`config.mk`:
```
export PLATFORM = sky130hd
export DESIGN_NAME = fetch_decode_ctrl_flat
export DESIGN_NICKNAME = d
export VERILOG_FILES = /design/src/rtl/fetch_decode_ctrl_if.sv /design/src/rtl/fetch_decode_ctrl.sv /design/src/flat_wrapper.sv
export SDC_FILE = /design/constraint.sdc
export NUM_CORES = 1
export LEC_CHECK = 0
export ABC_AREA = 1
export CORE_MARGIN = 2
export CORE_UTILIZATION = 45
export DETAILED_ROUTE_END_ITERATION = 12
export GPL_ROUTABILITY_DRIVEN = 0
export GPL_TIMING_DRIVEN = 0
export PLACE_DENSITY = 0.8
export SLEW_MARGIN = 40
export SYNTH_ARGS = -nofsm -noshare
export SYNTH_HDL_FRONTEND = slang
export SYNTH_SLANG_ARGS = --single-unit
```
`constraint.sdc`:
```
create_clock -name clk -period 1.85 [get_ports clk]
set_clock_uncertainty 0.1 [all_clocks]
set_input_delay 0.37 -clock clk [delete_from_list [all_inputs] [get_ports clk]]
set_output_delay 0.37 -clock clk [all_outputs]
set_load 0.02 [all_outputs]
```
`src/rtl/fetch_decode_ctrl_if.sv`:
```
// Control bundle between the fetch/decode sequencer and its datapath.
// master: the sequencer (drives strobes/status); slave: the datapath/stimulus side.
interface fetch_decode_ctrl_if #(
  parameter int CNT_W = 8
);
  logic             start;
  logic             stall;
  logic             branch_req;
  logic             ldPC, clrPC, ldNPC, clrNPC, ldInst, clrInst;
  logic             ldDecodeInst, clrDecodeInst, ldBrnchTrgt, clrBrnchTrgt;
  logic             isBranchTaken;
  logic             busy, done;
  logic [CNT_W-1:0] inst_count;

  modport master (
    input  start, stall, branch_req,
    output ldPC, clrPC, ldNPC, clrNPC, ldInst, clrInst,
           ldDecodeInst, clrDecodeInst, ldBrnchTrgt, clrBrnchTrgt,
           isBranchTaken, busy, done, inst_count
  );

  modport slave (
    output start, stall, branch_req,
    input  ldPC, clrPC, ldNPC, clrNPC, ldInst, clrInst,
           ldDecodeInst, clrDecodeInst, ldBrnchTrgt, clrBrnchTrgt,
           isBranchTaken, busy, done, inst_count
  );
endinterface

```
`src/rtl/fetch_decode_ctrl.sv`:
```
// Moore sequencer for fetch/decode register strobes; stall masks strobes in fetch states.
// Branch redirect (BR/BR_PC) is built only when FETCH_DECODE_CTRL_BRANCH_EN is defined.
module fetch_decode_ctrl #(
  parameter int NUM_INST = 17,
  parameter int CNT_W    = 8
) (
  input logic                 clk,
  input logic                 reset,
  fetch_decode_ctrl_if.master bus
);

  typedef enum logic [3:0] {
    IDLE, CLR0, CLR1, CLR2, F_PC, F_INST, F_NPC, DEC, DONE
`ifdef FETCH_DECODE_CTRL_BRANCH_EN
    , BR, BR_PC
`endif
  } state_t;

  typedef struct packed {
    logic ldPC, clrPC, ldNPC, clrNPC, ldInst, clrInst;
    logic ldDecodeInst, clrDecodeInst, ldBrnchTrgt, clrBrnchTrgt;
    logic isBranchTaken;
  } strobe_t;

  state_t           state, nextState;
  strobe_t          strb;
  logic [CNT_W-1:0] instCount;
  logic [CNT_W:0]   cntPlus1;
  logic             incCnt, clrCnt, brTake, lastInst, fetchPhase;

`ifdef FETCH_DECODE_CTRL_BRANCH_EN
  localparam state_t BR_DST = BR;
  assign brTake = bus.branch_req;
`else
  // brTake is constant 0, so BR_DST is never reached
  localparam state_t BR_DST = IDLE;
  logic unusedBranchReq;
  assign unusedBranchReq = bus.branch_req;
  assign brTake = 1'b0;
`endif

  assign cntPlus1   = {1'b0, instCount} + (CNT_W+1)'(1);
  assign lastInst   = cntPlus1 >= (CNT_W+1)'(NUM_INST);
  assign fetchPhase = state inside {F_PC, F_INST, F_NPC, DEC};

  always_ff @(posedge clk or negedge reset) begin
    if (!reset) state <= IDLE;
    else        state <= nextState;
  end

  always_comb begin
    nextState = state;
    strb      = '0;
    incCnt    = 1'b0;
    clrCnt    = 1'b0;
    case (state)
      IDLE, DONE: if (bus.start) begin
        nextState = CLR0;
        clrCnt    = 1'b1;
      end
      CLR0: begin
        strb.clrPC   = 1'b1;
        strb.clrInst = 1'b1;
        nextState    = CLR1;
      end
      CLR1: begin
        strb.clrNPC       = 1'b1;
        strb.clrBrnchTrgt = 1'b1;
        nextState         = CLR2;
      end
      CLR2: begin
        strb.clrDecodeInst = 1'b1;
        nextState          = F_PC;
      end
      F_PC: begin
        strb.ldPC = 1'b1;
        if (brTake)          nextState = BR_DST;
        else if (!bus.stall) nextState = F_INST;
      end
      F_INST: begin
        strb.ldInst = 1'b1;
        if (brTake)          nextState = BR_DST;
        else if (!bus.stall) nextState = F_NPC;
      end
      F_NPC: begin
        strb.ldNPC = 1'b1;
        if (brTake)          nextState = BR_DST;
        else if (!bus.stall) nextState = DEC;
      end
      DEC: begin
        strb.ldDecodeInst = 1'b1;
        strb.ldBrnchTrgt  = 1'b1;
        if (brTake) begin
          nextState = BR_DST;
          incCnt    = 1'b1;
        end else if (!bus.stall) begin
          nextState = lastInst ? DONE : F_PC;
          incCnt    = 1'b1;
        end
      end
`ifdef FETCH_DECODE_CTRL_BRANCH_EN
      BR: begin
        strb.isBranchTaken = 1'b1;
        strb.clrInst       = 1'b1;
        strb.clrDecodeInst = 1'b1;
        nextState          = BR_PC;
      end
      BR_PC: begin
        strb.ldPC          = 1'b1;
        strb.isBranchTaken = 1'b1;
        nextState          = F_INST;
      end
`endif
      default: nextState = IDLE;
    endcase
    // a stalled fetch slot must not load anything; a branch overrides the stall
    if (fetchPhase && bus.stall && !brTake) strb = '0;
  end

  always_ff @(posedge clk or negedge reset) begin
    if (!reset)                        instCount <= '0;
    else if (clrCnt)                   instCount <= '0;
    else if (incCnt && !(&instCount))  instCount <= instCount + CNT_W'(1);
  end

  assign bus.ldPC          = strb.ldPC;
  assign bus.clrPC         = strb.clrPC;
  assign bus.ldNPC         = strb.ldNPC;
  assign bus.clrNPC        = strb.clrNPC;
  assign bus.ldInst        = strb.ldInst;
  assign bus.clrInst       = strb.clrInst;
  assign bus.ldDecodeInst  = strb.ldDecodeInst;
  assign bus.clrDecodeInst = strb.clrDecodeInst;
  assign bus.ldBrnchTrgt   = strb.ldBrnchTrgt;
  assign bus.clrBrnchTrgt  = strb.clrBrnchTrgt;
  assign bus.isBranchTaken = strb.isBranchTaken;
  assign bus.busy          = (state != IDLE) && (state != DONE);
  assign bus.done          = (state == DONE);
  assign bus.inst_count    = instCount;

endmodule

```
`src/flat_wrapper.sv`:
```
// flat-port wrapper written by rule: the top's interface ports become plain ports
module fetch_decode_ctrl_flat 
#(
  parameter int NUM_INST = 17,
  parameter int CNT_W    = 8
)
  (clk, reset, bus_start, bus_stall, bus_branch_req, bus_ldPC, bus_clrPC, bus_ldNPC, bus_clrNPC, bus_ldInst, bus_clrInst, bus_ldDecodeInst, bus_clrDecodeInst, bus_ldBrnchTrgt, bus_clrBrnchTrgt, bus_isBranchTaken, bus_busy, bus_done, bus_inst_count);
  fetch_decode_ctrl_if #(.CNT_W(CNT_W)) bus_i ();
  input logic clk;
  input logic reset;
  input wire logic [$bits(bus_i.start)-1:0] bus_start;
  input wire logic [$bits(bus_i.stall)-1:0] bus_stall;
  input wire logic [$bits(bus_i.branch_req)-1:0] bus_branch_req;
  output wire logic [$bits(bus_i.ldPC)-1:0] bus_ldPC;
  output wire logic [$bits(bus_i.clrPC)-1:0] bus_clrPC;
  output wire logic [$bits(bus_i.ldNPC)-1:0] bus_ldNPC;
  output wire logic [$bits(bus_i.clrNPC)-1:0] bus_clrNPC;
  output wire logic [$bits(bus_i.ldInst)-1:0] bus_ldInst;
  output wire logic [$bits(bus_i.clrInst)-1:0] bus_clrInst;
  output wire logic [$bits(bus_i.ldDecodeInst)-1:0] bus_ldDecodeInst;
  output wire logic [$bits(bus_i.clrDecodeInst)-1:0] bus_clrDecodeInst;
  output wire logic [$bits(bus_i.ldBrnchTrgt)-1:0] bus_ldBrnchTrgt;
  output wire logic [$bits(bus_i.clrBrnchTrgt)-1:0] bus_clrBrnchTrgt;
  output wire logic [$bits(bus_i.isBranchTaken)-1:0] bus_isBranchTaken;
  output wire logic [$bits(bus_i.busy)-1:0] bus_busy;
  output wire logic [$bits(bus_i.done)-1:0] bus_done;
  output wire logic [$bits(bus_i.inst_count)-1:0] bus_inst_count;
  assign bus_i.start = bus_start;
  assign bus_i.stall = bus_stall;
  assign bus_i.branch_req = bus_branch_req;
  assign bus_ldPC = bus_i.ldPC;
  assign bus_clrPC = bus_i.clrPC;
  assign bus_ldNPC = bus_i.ldNPC;
  assign bus_clrNPC = bus_i.clrNPC;
  assign bus_ldInst = bus_i.ldInst;
  assign bus_clrInst = bus_i.clrInst;
  assign bus_ldDecodeInst = bus_i.ldDecodeInst;
  assign bus_clrDecodeInst = bus_i.clrDecodeInst;
  assign bus_ldBrnchTrgt = bus_i.ldBrnchTrgt;
  assign bus_clrBrnchTrgt = bus_i.clrBrnchTrgt;
  assign bus_isBranchTaken = bus_i.isBranchTaken;
  assign bus_busy = bus_i.busy;
  assign bus_done = bus_i.done;
  assign bus_inst_count = bus_i.inst_count;
  fetch_decode_ctrl #(.NUM_INST(NUM_INST), .CNT_W(CNT_W)) u_core (.clk(clk), .reset(reset), .bus(bus_i));
endmodule
```
==> Yosys cells after proc, flatten, opt, wreduce, memory -nomap -nowiden <==
Index checks and enable logic that the tools add are counted.
{ "totals": {"ff_bits": 12, "in_bits": 5, "out_inout_bits": 21, "wordCells": 51} }
{ "classes": {"n_addsub": 2, "magnitude_cmp": 1, "n_eq_ne": 14, "mux": 21, "reduce_logical": 11} }
{ "ops": {"columns": ["op", "n"], "rows": [
  ["$pmux W4 S8", 1],
  ["$mux W4", 6],
  ["$eq A4 B3 Y1 const B", 4],
  ["$mux W8", 2],
  ["$mux W1", 11],
  ["$mux W11", 1],
  ["$ne A2 B2 Y1 const B", 5],
  ["$add A8 B1 Y9 const B", 1],
  ["$ge A9 B5 Y1 const B", 1],
  ["$add A8 B1 Y8 const B", 1],
  ["$eq A4 B2 Y1 const B", 2],
  ["$reduce_and A8 Y1", 1],
  ["$reduce_bool A4 Y1", 2],
  ["$reduce_and A5 Y1", 1],
  ["$eq A4 B1 Y1 const B", 1],
  ["$eq A4 B4 Y1 const B", 1],
  ["$logic_not A4 Y1", 1],
  ["$ne A4 B4 Y1 const B", 1],
  ["$logic_and A1 B1 Y1", 3],
  ["$reduce_bool A2 Y1", 1],
  ["$reduce_or A2 Y1", 1],
  ["$logic_not A1 Y1", 1]
]} }

==> Longest topological paths before layout <==
Gate-level depths: netlist of run 1.
{ "logic_depth": {"ltp_word": 5, "depth_mapped": 11, "depth_no_buf": 11} }

==> Least setup slack after synthesis of run 1 <==
Ideal clock, no wire load.
{ "synth_timing": {"path_type": "register -> output", "startpoint": "register u_core.state[0]", "endpoint": "output bus_done", "arrival_time_ns": 1.169, "t_required_ns": 1.380, "slack_ns": 0.211, "path_stages_with_launch": 6, "path_buffers": 0, "cell_sequence": "dfrtp_1 inv_1 nand2_1 nor2_1 inv_1 nor2_1"} }
{ "synth_between": {"elab_chain_len": 1} }
{ "synth_rtl": {"columns": ["element", "line", "text"], "rows": [
  ["start: declaration", "fetch_decode_ctrl.sv:25", "state_t state, nextState;"],
  ["start signal: assignment", "fetch_decode_ctrl.sv:48", "else state <= nextState;"],
  ["$eq A4 B4 Y1", "fetch_decode_ctrl.sv:138", "assign bus.done = (state == DONE);"],
  ["end: declaration", "flat_wrapper.sv:26", "output wire logic [$bits(bus_i.done)-1:0] bus_done;"]
]} }
No other way between the ends.

==> Worst setup path in the final report of run 1 <==
{ "layout_timing": {"startpoint": "register u_core.instCount[4], in the netlist u_core.bus.inst_count[4]", "endpoint": "output bus_inst_count[4]"} }
{ "layout_rtl": {"columns": ["element", "line", "text"], "rows": [
  ["start: declaration", "fetch_decode_ctrl.sv:27", "logic [CNT_W-1:0] instCount;"],
  ["start signal: assignment", "fetch_decode_ctrl.sv:123", "else if (incCnt && !(&instCount)) instCount <= instCount + CNT_W'(1);"],
  ["end: declaration", "flat_wrapper.sv:27", "output wire logic [$bits(bus_i.inst_count)-1:0] bus_inst_count;"]
]} }
No word-level cell between the ends.

==> impl_metrics.json, run 1 <==
{
  "critPathMaxStageDelay_ns": 0.63,
  "synth_top_area_share_pct": 35.6,
  "routed_wl_mm": 2.02,
  "vdd_drop_max_uv": 975,
  "path_buf_inv": 1,
  "p_total_mw": 1.96,
  "grt_pass1_vias": 755,
  "initial_core_util_pct": 48.4,
  "ioPinCount": 26,
  "dp.cells": 165,
  "intPower_uw": 980,
  "stdcell_count": 174,
  "drive_above_1_share_pct": 29.5,
  "crit_slowest_cell": "clkdlybuf4s50_1",
  "synthMuxAreaShare_pct": 0,
  "clkTransAtPathRegs_ns": 0.09,
  "num-fill-cells": 159,
  "critPathCaptureType": "primary output",
  "drt_iter0_drc": 15,
  "pwr-share-clk_pct": 10.9,
  "critPathArrivalTime_ns": 1.34,
  "sw_frac_of_total_pct": 50.0,
  "grt_overflow": 0,
  "critPathLaunch": "u_core.bus.inst_count[4]",
  "gr-usage-met3_pct": 2.69,
  "rr_startpoint": "u_core.bus.inst_count[0]",
  "cts-root-buf": "clkbuf_4",
  "yosys_warnings": 0,
  "cp.depth": 1,
  "avgRoutedWirePerCell_um": 11.6,
  "grt_busiest_layer": "met2",
  "p_seq_share_pct": 26.9,
  "ys_ff_latch": 12,
  "yosysSeqAreaShare_pct": 35.6,
  "clock_latency_ns": 0.27,
  "clk_path_buf_depth": 2,
  "worst_pin_slew_ns": 0.569,
  "crit_fanout": 4,
  "timing.slew.headroom_pct": 62.0,
  "synth_top_area_cell": "dfrtp_1",
  "synthSimpleGateAreaFrac_pct": 31.6,
  "grtUsageMet1_pct": 28.5,
  "min_path_type": "in -> async",
  "drv_cap": 0,
  "status": "finished, final reports clean",
  "r2r_cells": 9,
  "cts_htree_levels": 1,
  "synth_nets": 124,
  "track_usage_pct": 19.6,
  "cp-endpoint": "bus_inst_count[4]",
  "synthXorXnorAreaFrac_pct": 2.07,
  "grt_setup_unrepaired": "yes",
  "area_delta_synth_final_pct": 36.4,
  "synth_area_leaders": "dfrtp_1, nand2_1, inv_1",
  "cellLeakagePower_nw": 0.612,
  "die_h_um": 47.3,
  "clock_sinks": 12,
  "antenna_found_initial": 0,
  "portBuffers": 23,
  "startpoint_type": "flip-flop",
  "num_rows": 15,
  "reg2reg_slack_ns": 0.16,
  "synth_compound_area_share_pct": 14.1,
  "first_pass_iters": 4,
  "holdWs_ns": 0.356,
  "synth_top_family_by_area": "simple AND/OR/NAND/NOR gates",
  "layout_commonest_cell": "nand2_1",
  "final_antenna_net_count": 0,
  "layout.nets": 157,
  "postSynthAreaPerCell_um2": 7.22,
  "path_cells": "clkdlybuf4s50_1",
  "final_cell_mix": "nand2_1, inv_1, nor2_1, dfrtp_1, buf_4",
  "fin_crit_sh_pct": 97.6,
  "setup_viol": 0,
  "vias": 839,
  "cts_tree": "yes",
  "diodes": 0,
  "viasPerCell": 4.82,
  "finalCriticalPeriod_ns": 1.81,
  "met2_usage_pct": 30.5,
  "r2r-end": "u_core.state[3]",
  "syn_inst": 117,
  "die_w_um": 47.3,
  "combPwrFrac_pct": 62.3,
  "die_area_um2": 2240,
  "drc": 0,
  "tns_ns": 0,
  "hold_buffers": 0,
  "fmax_mhz": 554,
  "crit_type": "reg -> out",
  "cpLargestDelayFamily": "buffers and inverters",
  "cp.required_ns": 1.38,
  "netlist-cell-type-count": 25,
  "netSwitchingPower_uw": 981,
  "hold_viol_final": 0,
  "hpwl_mm": 1.54,
  "numCtsBuffers": 3,
  "finalMaxSlewViolations": 0,
  "powerDensity_nw_per_um2": 1700,
  "grt_max_degree": 13,
  "synth_fa_ha_area_share_pct": 2.96,
  "core_um2": 1750,
  "syn_area_um2": 845,
  "grt_pass1_wl_mm": 3.20
}
## cell families after synthesis
group	count (synthesis)
xor+xnor	2
flops	12
compound gates	16
fa+ha+maj	2
buf+inv	26
other cells	1
simple gates	58
## cells in the mapped netlist, drive strengths merged
cell type  instances
nand2             30
inv               22
nor2              17
dfrtp             12
o21ai              8
nand3              6
buf                4
nor3               4
o22ai              4
ha                 2
xor2               2
a211oi             1
a21oi              1
conb               1
nand4              1
o211ai             1
o21bai             1
## power by group through the flow
| stage | Clock [mW] | Sequential [mW] | Combinational (mW) |
|---|---|---|---|
| after floorplan | 0 | 0.593 | 0.687 |
| after global placement | 0 | 0.520 | 1.17 |
| after detailed placement | 0 | 0.527 | 1.20 |
| after CTS | 0.215 | 0.522 | 1.20 |
| after global routing | 0.227 | 0.543 | 1.38 |
| final | 0.213 | 0.527 | 1.22 |
## cell type report
type	instances	area (µm²)	share of cell area, %
inverters	22	82.6	7.17
multi-input cells	79	449	39.0
repair buffers	28	223	19.3
plain buffers	4	30.0	2.61
well taps	25	31.3	2.71
clock buffers	4	36.3	3.15
flip-flops and latches	12	300	26.1
## through the flow
step | instance area [µm²] | utilization (%) | worst slack (ns)
floorplan | 845 | - | 0.211
global placement | 1110 | 63.4 | -0.582
detailed placement | 1110 | 63.4 | -0.590
CTS | 1150 | 66.2 | 0.00199
global route | 1150 | 66.0 | -0.0116
finish | 1150 | 66.0 | 0.0442
## flip-flops by register name, summed over array words and instances, names as in the netlist
register and cells:
u_core.bus.inst_count 8, u_core.state 4
## worst min path at each step
| stage | slack (ns) | endpoint | startpoint |
|---|---|---|---|
| floorplan | -0.03 | u_core.bus.inst_count[0] | reset |
| global placement | 0.46 | u_core.state[2] | u_core.state[3] |
| detailed placement | 0.47 | u_core.state[2] | u_core.state[3] |
| CTS | 0.38 | u_core.bus.inst_count[7] | reset |
| global route | 0.40 | u_core.bus.inst_count[0] | reset |
| finish | 0.36 | u_core.bus.inst_count[1] | reset |
## timing repair
action | in CTS | in global routing
endpoints found under the setup margin | 14 | 14
pin swaps | 4 | 3
setup buffers | 3 | 2
gates resized for setup | 44 | 16
## layer usage
metal	share of wire (%)	routed length (µm)
met4	0	0
met5	0	0
met1	47	949
met3	3.7	74
met2	49	998
(Power assumes the default switching activity.)
==> inputs of run 2 (changes only) <==
--- a/config.mk
+++ b/config.mk
@@ -6,12 +6,12 @@
 export NUM_CORES = 1
 export LEC_CHECK = 0
 export ABC_AREA = 1
-export CORE_MARGIN = 2
-export CORE_UTILIZATION = 45
+export CAP_MARGIN = 20
+export CORE_UTILIZATION = 49
 export DETAILED_ROUTE_END_ITERATION = 12
 export GPL_ROUTABILITY_DRIVEN = 0
 export GPL_TIMING_DRIVEN = 0
-export PLACE_DENSITY = 0.8
+export PLACE_DENSITY = 0.86
 export SLEW_MARGIN = 40
 export SYNTH_ARGS = -nofsm -noshare
 export SYNTH_HDL_FRONTEND = slang
==> constraint.sdc (replaced) <==
create_clock -name clk -period 2.2 [get_ports clk]
set_clock_uncertainty 0.1 [all_clocks]
set_input_delay 0.44 -clock clk [delete_from_list [all_inputs] [get_ports clk]]
set_output_delay 0.44 -clock clk [all_outputs]
set_load 0.02 [all_outputs]
==> impl_metrics.json, run 2 (synthesized netlist as in run 1, its figures left out) <==
{
  "cellLeakagePower_nw": 0.573,
  "path_cells": "clkdlybuf4s50_1, nor3_1, dlygate4sd2_1",
  "drt_iter0_drc": 20,
  "avgRoutedWirePerCell_um": 11.8,
  "cts_tree": "yes",
  "drive_above_1_share_pct": 16.7,
  "diodes": 0,
  "min_path_type": "in -> async",
  "clk_path_buf_depth": 2,
  "timing.slew.headroom_pct": 62.9,
  "num_rows": 14,
  "p_total_mw": 1.54,
  "holdWs_ns": 0.415,
  "layout.nets": 153,
  "tns_ns": 0,
  "ioPinCount": 26,
  "clkTransAtPathRegs_ns": 0.07,
  "grt_pass1_wl_mm": 3.32,
  "grt_pass1_vias": 737,
  "r2r_cells": 9,
  "worst_pin_slew_ns": 0.555,
  "cp.required_ns": 1.66,
  "num-fill-cells": 129,
  "status": "complete, but fails checks",
  "crit_slowest_cell": "clkdlybuf4s50_1",
  "die_h_um": 43.5,
  "final_cell_mix": "nand2_1, inv_1, nor2_1, dfrtp_1, clkdlybuf4s50_1",
  "largest_reg_flops": 8,
  "area_delta_synth_final_pct": 31.4,
  "vdd_drop_max_uv": 802,
  "track_usage_pct": 24.2,
  "place_ws_ns": -0.384,
  "vias": 814,
  "drv_cap": 0,
  "first_pass_iters": 8,
  "final_antenna_net_count": 0,
  "fin_crit_sh_pct": 95.1,
  "failed_checks": "DRC",
  "clock_latency_ns": 0.28,
  "routed_wl_mm": 1.89,
  "powerDensity_nw_per_um2": 1390,
  "hold_viol_final": 0,
  "finalCriticalPeriod_ns": 2.09,
  "viasPerCell": 5.09,
  "die_area_um2": 1890,
  "cts_htree_levels": 1,
  "reg2reg_slack_ns": 0.54,
  "core_um2": 1560,
  "crit_type": "in -> out",
  "critPathMaxStageDelay_ns": 0.53,
  "critPathCaptureType": "primary output",
  "final_util_pct": 71.2,
  "fmax_mhz": 478,
  "clock_sinks": 12,
  "startpoint_type": "primary input",
  "portBuffers": 23,
  "drc": 4,
  "cts-root-buf": "clkbuf_4",
  "numCtsBuffers": 3,
  "worst_slack_ns": 0.108,
  "layout_commonest_cell": "nand2_1",
  "setup_viol": 0,
  "grt_setup_unrepaired": "no",
  "finalMaxSlewViolations": 0,
  "hpwl_mm": 1.54,
  "critPathArrivalTime_ns": 1.55,
  "rr_startpoint": "u_core.bus.inst_count[0]",
  "grt_overflow": 0,
  "initial_core_util_pct": 54.2,
  "antenna_found_initial": 0,
  "grt_max_degree": 13,
  "crit_fanout": 5,
  "r2r-end": "u_core.state[3]",
  "die_w_um": 43.5
}
run 2: where the power goes:
part | internal (mW) | leakage [nW] | total (mW) | switching, mW
sequential | 0.319 | 0.156 | 0.437 | 0.118
clock | 0.0634 | 0.0138 | 0.132 | 0.0689
combinational | 0.390 | 0.403 | 0.972 | 0.582
run 2: timing repair:
action                     CTS  global route
resized for setup           11             4
hold buffers                 0             0
buffers inserted             1             0
setup endpoints to repair   11             3
pin swaps                    1             0
run 2: routing by layer:
metal  wire, µm  up-vias  global-route usage [%]  part of all wire, %
met4         25        0                    7.50                  1.3
met5          0        -                       0                    0
met3         91        5                    7.50                  4.8
li1           -      420                       -                    -
met2        928       20                    37.6                   49
met1        843      369                    32.5                   45
run 2: worst max path at each step:
stage / start / to / slack (ns) / depth (start not counted)
2_1_floorplan: u_core.state[0] / bus_done / 0.49 / 5
3_3_place_gp: bus_stall / bus_ldDecodeInst / -0.36 / 4
3_5_place_dp: bus_stall / bus_ldDecodeInst / -0.38 / 4
4_1_cts: u_core.state[3] / bus_clrDecodeInst / 0.02 / 4
5_1_grt: bus_stall / bus_ldInst / 0.02 / 3
6_report: bus_stall / bus_ldPC / 0.11 / 3
run 2: critical path: cells and delay by family:
family | cells | cell delay, ns
buf+inv | 2 | 0.88
simple gates | 1 | 0.23
run 2: cell type report:
type / count / area (µm²) / share of cell area, %
inverter: 22 / 82.6 / 7.44
timing repair buffer: 24 / 223 / 20.1
clock buffer: 3 / 22.5 / 2.03
multi-input combinational: 79 / 432 / 38.9
tap: 16 / 20.0 / 1.80
sequential: 12 / 300 / 27.1
buffer: 4 / 30.0 / 2.71
run 2: per-stage QoR:
| stage | std cells | area (µm²) |
|---|---|---|
| 2_1_floorplan | 117 | 845 |
| 3_3_place_gp | 156 | 1090 |
| 3_5_place_dp | 156 | 1090 |
| 4_1_cts | 160 | 1110 |
| 5_1_grt | 160 | 1110 |
| 6_report | 160 | 1110 |
